File: config.mk
export PLATFORM = sky130hd
export DESIGN_NAME = jtopl_wr_ctrl
export DESIGN_NICKNAME = d
export VERILOG_FILES = /design/src/rtl/jtopl_wr_ctrl.sv
export SDC_FILE = /design/constraint.sdc
export NUM_CORES = 1
export LEC_CHECK = 0
export ABC_CLOCK_PERIOD_IN_PS = 6650
export CORE_MARGIN = 1
export CORE_UTILIZATION = 45
export CTS_CLUSTER_DIAMETER = 200
export DETAILED_ROUTE_END_ITERATION = 8
export PLACE_DENSITY = 0.81
export SLEW_MARGIN = 20
export SYNTH_ARGS = -nofsm -noshare
export SYNTH_HDL_FRONTEND = slang
export SYNTH_SLANG_ARGS = --single-unit
File: constraint.sdc
create_clock -name clk -period 6.65 [get_ports clk]
set_input_delay 1.33 -clock clk [delete_from_list [all_inputs] [get_ports clk]]
set_output_delay 1.33 -clock clk [all_outputs]
set_load 0.005 [all_outputs]
File: src/rtl/jtopl_wr_ctrl.sv
// jtopl_wr_ctrl: decodes CPU register writes into a slot target and one update strobe,
// holding them for HOLD cen ticks so the slot sequencer can pass the target.
module jtopl_wr_ctrl #(
  parameter int HOLD = 21
) (
  input  logic       clk,
  input  logic       rst_n,
  input  logic       cen_i,
  input  logic       cs_n_i,
  input  logic       wr_n_i,
  input  logic       addr_i,
  input  logic [7:0] din_i,
  output logic [7:0] dout_o,
  output logic       write_o,
  output logic [1:0] sel_group_o,
  output logic [2:0] sel_sub_o,
  output logic       up_mult_o,
  output logic       up_ksl_tl_o,
  output logic       up_ar_dr_o,
  output logic       up_sl_rr_o,
  output logic       up_fnum_o,
  output logic       up_fbcon_o,
  output logic [7:0] latch_fnum_o,
  output logic       busy_o,
  output logic       lost_o
);
  localparam int CW = $clog2(HOLD + 1);
  typedef enum logic {S_IDLE, S_HOLD} state_t;
  state_t        state_q, state_d;
  logic [CW-1:0] cnt_q, cnt_d;
  logic [7:0]    addr_q, addr_d, dout_q, dout_d, fnum_q, fnum_d;
  logic [1:0]    grp_q, grp_d;
  logic [2:0]    sub_q, sub_d;
  logic [5:0]    up_q, up_d;
  logic          write_q, write_d, lost_q, lost_d, wr_n_q;
  logic          wr_edge, awr, dwr, op_ok, ch_ok, fn_ok, win;
  logic [5:0]    dec_up;
  logic [1:0]    dec_grp;
  logic [2:0]    dec_sub;
  assign wr_edge = !cs_n_i && wr_n_q && !wr_n_i;
  assign awr     = wr_edge && !addr_i;
  assign dwr     = wr_edge && addr_i;
  // Decode always reads the address register as it stands at the data write.
  assign op_ok   = addr_q[7:5] >= 3'd1 && addr_q[7:5] <= 3'd4 && addr_q[4:3] != 2'b11 && addr_q[2:0] < 3'd6;
  assign ch_ok   = (addr_q[7:4] == 4'hB || addr_q[7:4] == 4'hC) && addr_q[3:0] <= 4'd8;
  assign fn_ok   = addr_q[7:4] == 4'hA && addr_q[3:0] <= 4'd8;
  assign win     = dwr && (op_ok || ch_ok);
  assign dec_up  = op_ok ? 6'd1 << (addr_q[7:5] - 3'd1) : (addr_q[7:4] == 4'hB ? 6'b010000 : 6'b100000);
  assign dec_grp = op_ok ? addr_q[4:3] : 2'(addr_q[3:0] / 4'd3);
  assign dec_sub = op_ok ? addr_q[2:0] : 3'(addr_q[3:0] % 4'd3);
  always_comb begin
    state_d = state_q;
    cnt_d   = cnt_q;
    addr_d  = awr ? din_i : addr_q;
    fnum_d  = (dwr && fn_ok) ? din_i : fnum_q;
    dout_d  = dout_q;
    grp_d   = grp_q;
    sub_d   = sub_q;
    up_d    = up_q;
    write_d = 1'b0;
    lost_d  = 1'b0;
    if (state_q == S_IDLE) begin
      if (win) begin
        state_d = S_HOLD;
        cnt_d   = CW'(HOLD);
        dout_d  = din_i;
        grp_d   = dec_grp;
        sub_d   = dec_sub;
        up_d    = dec_up;
        write_d = 1'b1;
      end
    end else begin
      lost_d = win;
      if (cen_i) begin
        cnt_d = cnt_q - 1'b1;
        if (cnt_q == CW'(1)) begin
          state_d = S_IDLE;
          up_d    = '0;
        end
      end
    end
  end
  always_ff @(posedge clk or negedge rst_n) begin
    if (!rst_n) begin
      state_q <= S_IDLE;
      cnt_q   <= '0;
      addr_q  <= '0;
      fnum_q  <= '0;
      dout_q  <= '0;
      grp_q   <= '0;
      sub_q   <= '0;
      up_q    <= '0;
      write_q <= 1'b0;
      lost_q  <= 1'b0;
      wr_n_q  <= 1'b1;
    end else begin
      state_q <= state_d;
      cnt_q   <= cnt_d;
      addr_q  <= addr_d;
      fnum_q  <= fnum_d;
      dout_q  <= dout_d;
      grp_q   <= grp_d;
      sub_q   <= sub_d;
      up_q    <= up_d;
      write_q <= write_d;
      lost_q  <= lost_d;
      wr_n_q  <= wr_n_i;
    end
  end
  assign dout_o       = dout_q;
  assign write_o      = write_q;
  assign sel_group_o  = grp_q;
  assign sel_sub_o    = sub_q;
  assign latch_fnum_o = fnum_q;
  assign busy_o       = state_q == S_HOLD;
  assign lost_o       = lost_q;
  assign {up_fbcon_o, up_fnum_o, up_sl_rr_o, up_ar_dr_o, up_ksl_tl_o, up_mult_o} = up_q;
endmodule

After elaboration in Yosys (flattened, before gate mapping)
Cells that the tools add are included.

Add/sub/neg operators: 2. Shift operators: 1. Order comparisons: 4. Mux-type cells: 17. Bitwise gates (word level): 1. Div/mod/pow operators: 2. $mul: 0. Eq/ne operators: 7. Reduce and logical (&&, ||, !) cells: 20.

Operators with widths (count): 6-bit 2-to-1 mux (6); 5-bit 2-to-1 mux (3); 4-bit equality test, second input constant (3); 1-bit logical AND (11); 1-bit 2-to-1 mux (6); 1-bit by 3-bit left shift with 6-bit output, first input constant (1); 5-bit by 1-bit equality test with 1-bit output, second input constant (1); 5-bit by 1-bit subtractor with 5-bit output, second input constant (1); 4-bit by 2-bit divider with 4-bit output, second input constant (1); 4-bit less-or-equal comparator, second input constant (1); 4-bit by 2-bit remainder unit with 4-bit output, second input constant (1); 2-bit != test, second input constant (2); 2-bit AND reduction (2); 3-bit by 1-bit >= comparator with 1-bit output, second input constant (1); 3-bit less-or-equal comparator, second input constant (1); 1-bit logical NOT (3); 3-bit < comparator, second input constant (1); 3-bit 2-to-1 mux (1); 3-bit AND reduction (1); 3-bit by 1-bit subtractor with 3-bit output, second input constant (1); 1-bit logical OR (2); 2-bit 2-to-1 mux (1); 2-bit by 1-bit != test with 1-bit output, second input constant (1); 2-bit nonzero test (1); 1-bit inverter (1).

Word-level logic and storage cells: 65. Bits in read-only memories: 0. Bits in writable memories: 0. Memories: 0. Bits in latches: 0. Flip-flop bits (word level): 44.

Depth between registers and ports, before layout
Depth in word-level cells: 8. Depth in mapped cells: 13. Depth with buffers taken out: 12.

Worst setup path after synthesis
Ideal clock, no wire load.

Path kind: register -> register. Start point: register addr_q[3]. End point: register sub_q[1], in the netlist sel_sub_o[1]. Setup slack: 4085 ps. Buffers on the path: 1. Arrival time: 2443 ps. Period minus slack after synthesis: 2565 ps. Cell stages (with the launch flop): 14. Required time: 6528 ps. Path through: dfrtp_1 nand2b_1 inv_1 ha_1 inv_1 ha_1 clkbuf_1 o211ai_1 o21ai_0 ha_1 a211oi_1 o21ai_1 a211o_1 a32o_1.

Cells in the longest elaborated chain, start to end: 6.

RTL lines: start, declared (RTL line 31) `logic [7:0] addr_q, addr_d, dout_q, dout_d, fnum_q, fnum_d;`; start signal, assigned (RTL line 99) `addr_q <= addr_d;`; parallel branches: the longest is 6 deep, another holds 4-bit by 2-bit remainder unit with 4-bit output; end signal, assigned (RTL line 103) `sub_q <= sub_d;`; end, declared (RTL line 33) `logic [2:0] sub_q, sub_d;`.

Several ways; the timed one is not identified. A chain may end at the register's enable or synchronous reset.

Final worst setup path
Start point: input port wr_n_i. End point: register fnum_q[7], in the netlist latch_fnum_o[7].

Cells in the longest elaborated chain, start to end: 4.

RTL lines: start, declared (RTL line 10) `input logic wr_n_i,`; 1-bit logical NOT (RTL line 40) `assign wr_edge = !cs_n_i && wr_n_q && !wr_n_i;`; 1-bit logical AND (RTL line 40); 1-bit logical AND (RTL line 42) `assign dwr = wr_edge && addr_i;`; 1-bit logical AND (RTL line 55) `fnum_d = (dwr && fn_ok) ? din_i : fnum_q;`; end signal, assigned (RTL line 100) `fnum_q <= fnum_d;`; end, declared (RTL line 31).

No other way between the ends.

==> impl_results.md <==
- Longest Clk Path Bufs: 2
- GPL Wtd Cong: 0.857
- CORE AREA: 4750 um2
- Max Fanout on Critical Path: 8
- Antenna fix cells: 0
- Largest net degree at the start of global routing: 45
- Slew Limit Fails: 0
- Num Clock Sinks: 44
- Power, Total: 0.996 mW
- Vias per cell: 5.30
- Mapped Cells: 206
- Max Freq: 334 MHz
- EDFF count, synth: 0
- Tmin final: 2990 ps
- Distinct cells, synth: 49
- Multi-input gate area: 1040 um2
- Main synth FF type: dfrtp_1
- Worst-skew pair later-pin latency: 300 ps
- TritonCTS clock tree: built
- Slew headroom: 36.5%
- Area Overhead vs Synth: 25.7%
- Initial antenna violation count: 0
- Share of layout cells above drive strength 1: 15.7%
- Drt pass-1 iters: 4
- Setup Skew: 6.02 ps
- Post-DRT Antenna Nets: 0
- Register area share after synthesis: 49.5%
- Final setup vio count: 0
- Final hold violation count: 0
- Residual DRC: 0
- Post-DP HPWL: 3070 um
- Max-Cap Viols: 0
- Most frequent cells in the layout: dfrtp_1, clkdlybuf4s50_1, nand2_1
- Hold buffers post-CTS: 0
- Outcome: finished clean
- Filler Cell Count: 433
- Worst Hold Class: reg2reg
- I/O pin cnt: 44
- FF/Latch Area: 1100 um2
- Critical path class: in2reg
- Die H: 72.4 um
- RSZ-0062 raised after global routing: no
- Commonest non-fill, non-tap cell in the layout: dfrtp_1
- Cts repair resizes: 0
- Routed wire length: 4360 um
- Arr. time, crit path: 3170 ps
- Ys async rst share: 100%
- WL/cell: 13.8 um
- Yosys warning total: 0
- Avg Inst Size Synth: 10.8 um2
- CP required: 6830 ps
- Worst-path clk slew: 90 ps
- PortBufs: 43
- Leak: 1.31 nW
- Setup Buffers After CTS: 0
- Die width: 72.4 um
- CP Launch Type: input port
- Fin area: 2800 um2
- VDD IR max: 200 uV
- DP Area: 2680 um2
- Worst-Margin Slew: 953 ps
- Netlist Area Pre-Place: 2230 um2
- Period utilization: 45.0%
- CP Capture Type: flip-flop
- Vias in the first global route: 1581
- Global-route wire length before repair: 7390 um
- Htree depth: 2
- Pwr dens: 356 nW/um2
- Setup TNS: 0 ps
- Final nets: 269
- Post-synth net total: 227
- Die Footprint: 5230 um2
- Seq cells post-synth: 44
- Initial core utilization: 46.8%
- Total track usage: 18.5%
- Root buffer cell: clkbuf_8
- Row cnt: 25
- Cts bufs inserted: 5
- Overflow after GRT: 0
- Via count: 1675
- DRT iter0 DRCs: 85
## critical path, stage by stage
cell,delay (ps)
clkdlybuf4s50_1,450
nand4bb_1,290
or4_1,720
mux2_4,390
## power breakdown
part | switching (mW) | leakage (nW) | internal, mW
Clock | 0.0940 | 0.0583 | 0.113
Sequential | 0.0762 | 0.566 | 0.347
Combinational | 0.154 | 0.690 | 0.211
Total | 0.324 | 1.31 | 0.672
## per-layer routing
metal / part of all wire [%] / up-vias / GRT usage, %
li1: - / 805 / -
met1: 46 / 814 / 23.5
met2: 48 / 46 / 30.8
met3: 4.2 / 10 / 4.31
met4: 1.6 / 0 / 6.75
met5: 0 / - / 0
## Yosys cell counts, types with 2 or more instances
library cell,n,area [um2]
a211oi_1,4,30.0
a21o_1,2,15.0
a21oi_1,7,35.0
a31o_2,2,17.5
and3_1,3,18.8
and3b_1,2,17.5
buf_2,4,20.0
buf_6,2,22.5
dfrtp_1,43,1080
ha_1,7,87.6
inv_1,8,30.0
mux2_2,12,135
mux2_4,8,120
mux2i_1,2,20.0
nand2_1,38,143
nand2b_1,5,31.3
nand3_1,5,25.0
nor2_1,10,37.5
nor3_1,3,15.0
nor3b_1,2,15.0
nor4_1,2,12.5
o21ai_0,7,35.0
xnor2_1,2,17.5
## cell families after synthesis
kind of cell | Yosys count | share of synthesized area (%)
compound gates | 34 | 11.1
xor+xnor | 3 | 1.18
fa+ha+maj | 7 | 3.93
buf+inv | 16 | 3.76
flops | 44 | 49.5
mux | 22 | 12.4
simple gates | 80 | 18.2
## state kept, by name (all words and copies together), names as in the netlist
| signal | flops |
|---|---|
| sel_group_o | 2 |
| cnt_q | 5 |
| write_o | 1 |
| addr_q | 8 |
| dout_o | 8 |
| latch_fnum_o | 8 |
| up_q | 6 |
| wr_n_q | 1 |
| busy_o | 1 |
| sel_sub_o | 3 |
| lost_o | 1 |
## layout make-up
cell class	count	share of cell area (%)
sequential	44	39.4
multi-input combinational	146	37.2
timing repair buffer	43	15.2
tap	67	3.00
clock buffer	5	2.46
clock inverter	3	1.70
inverter	8	1.07
## metrics by stage
step	setup slack, ps	cells	hold slack (ps)	utilization [%]
floorplan	4090	206	470	-
finish	3660	316	485	58.9
global route	3540	316	519	58.9
global placement	3380	308	462	56.4
CTS	3630	316	493	58.9
detailed placement	3330	308	462	56.4
## worst paths after layout
kind	slack, ps	to	start	cells after the start
setup / recovery	3660	latch_fnum_o[7]	wr_n_i	4
hold / removal	490	dout_o[2]	dout_o[2]	2
max in group asynchronous	4880	addr_q[4]	rst_n	1
hold reg to reg	490	dout_o[2]	dout_o[2]	2
min in group asynchronous	1180	latch_fnum_o[5]	rst_n	1
setup reg to reg	3820	sel_sub_o[1]	addr_q[3]	12
(Power assumes the default switching activity.)
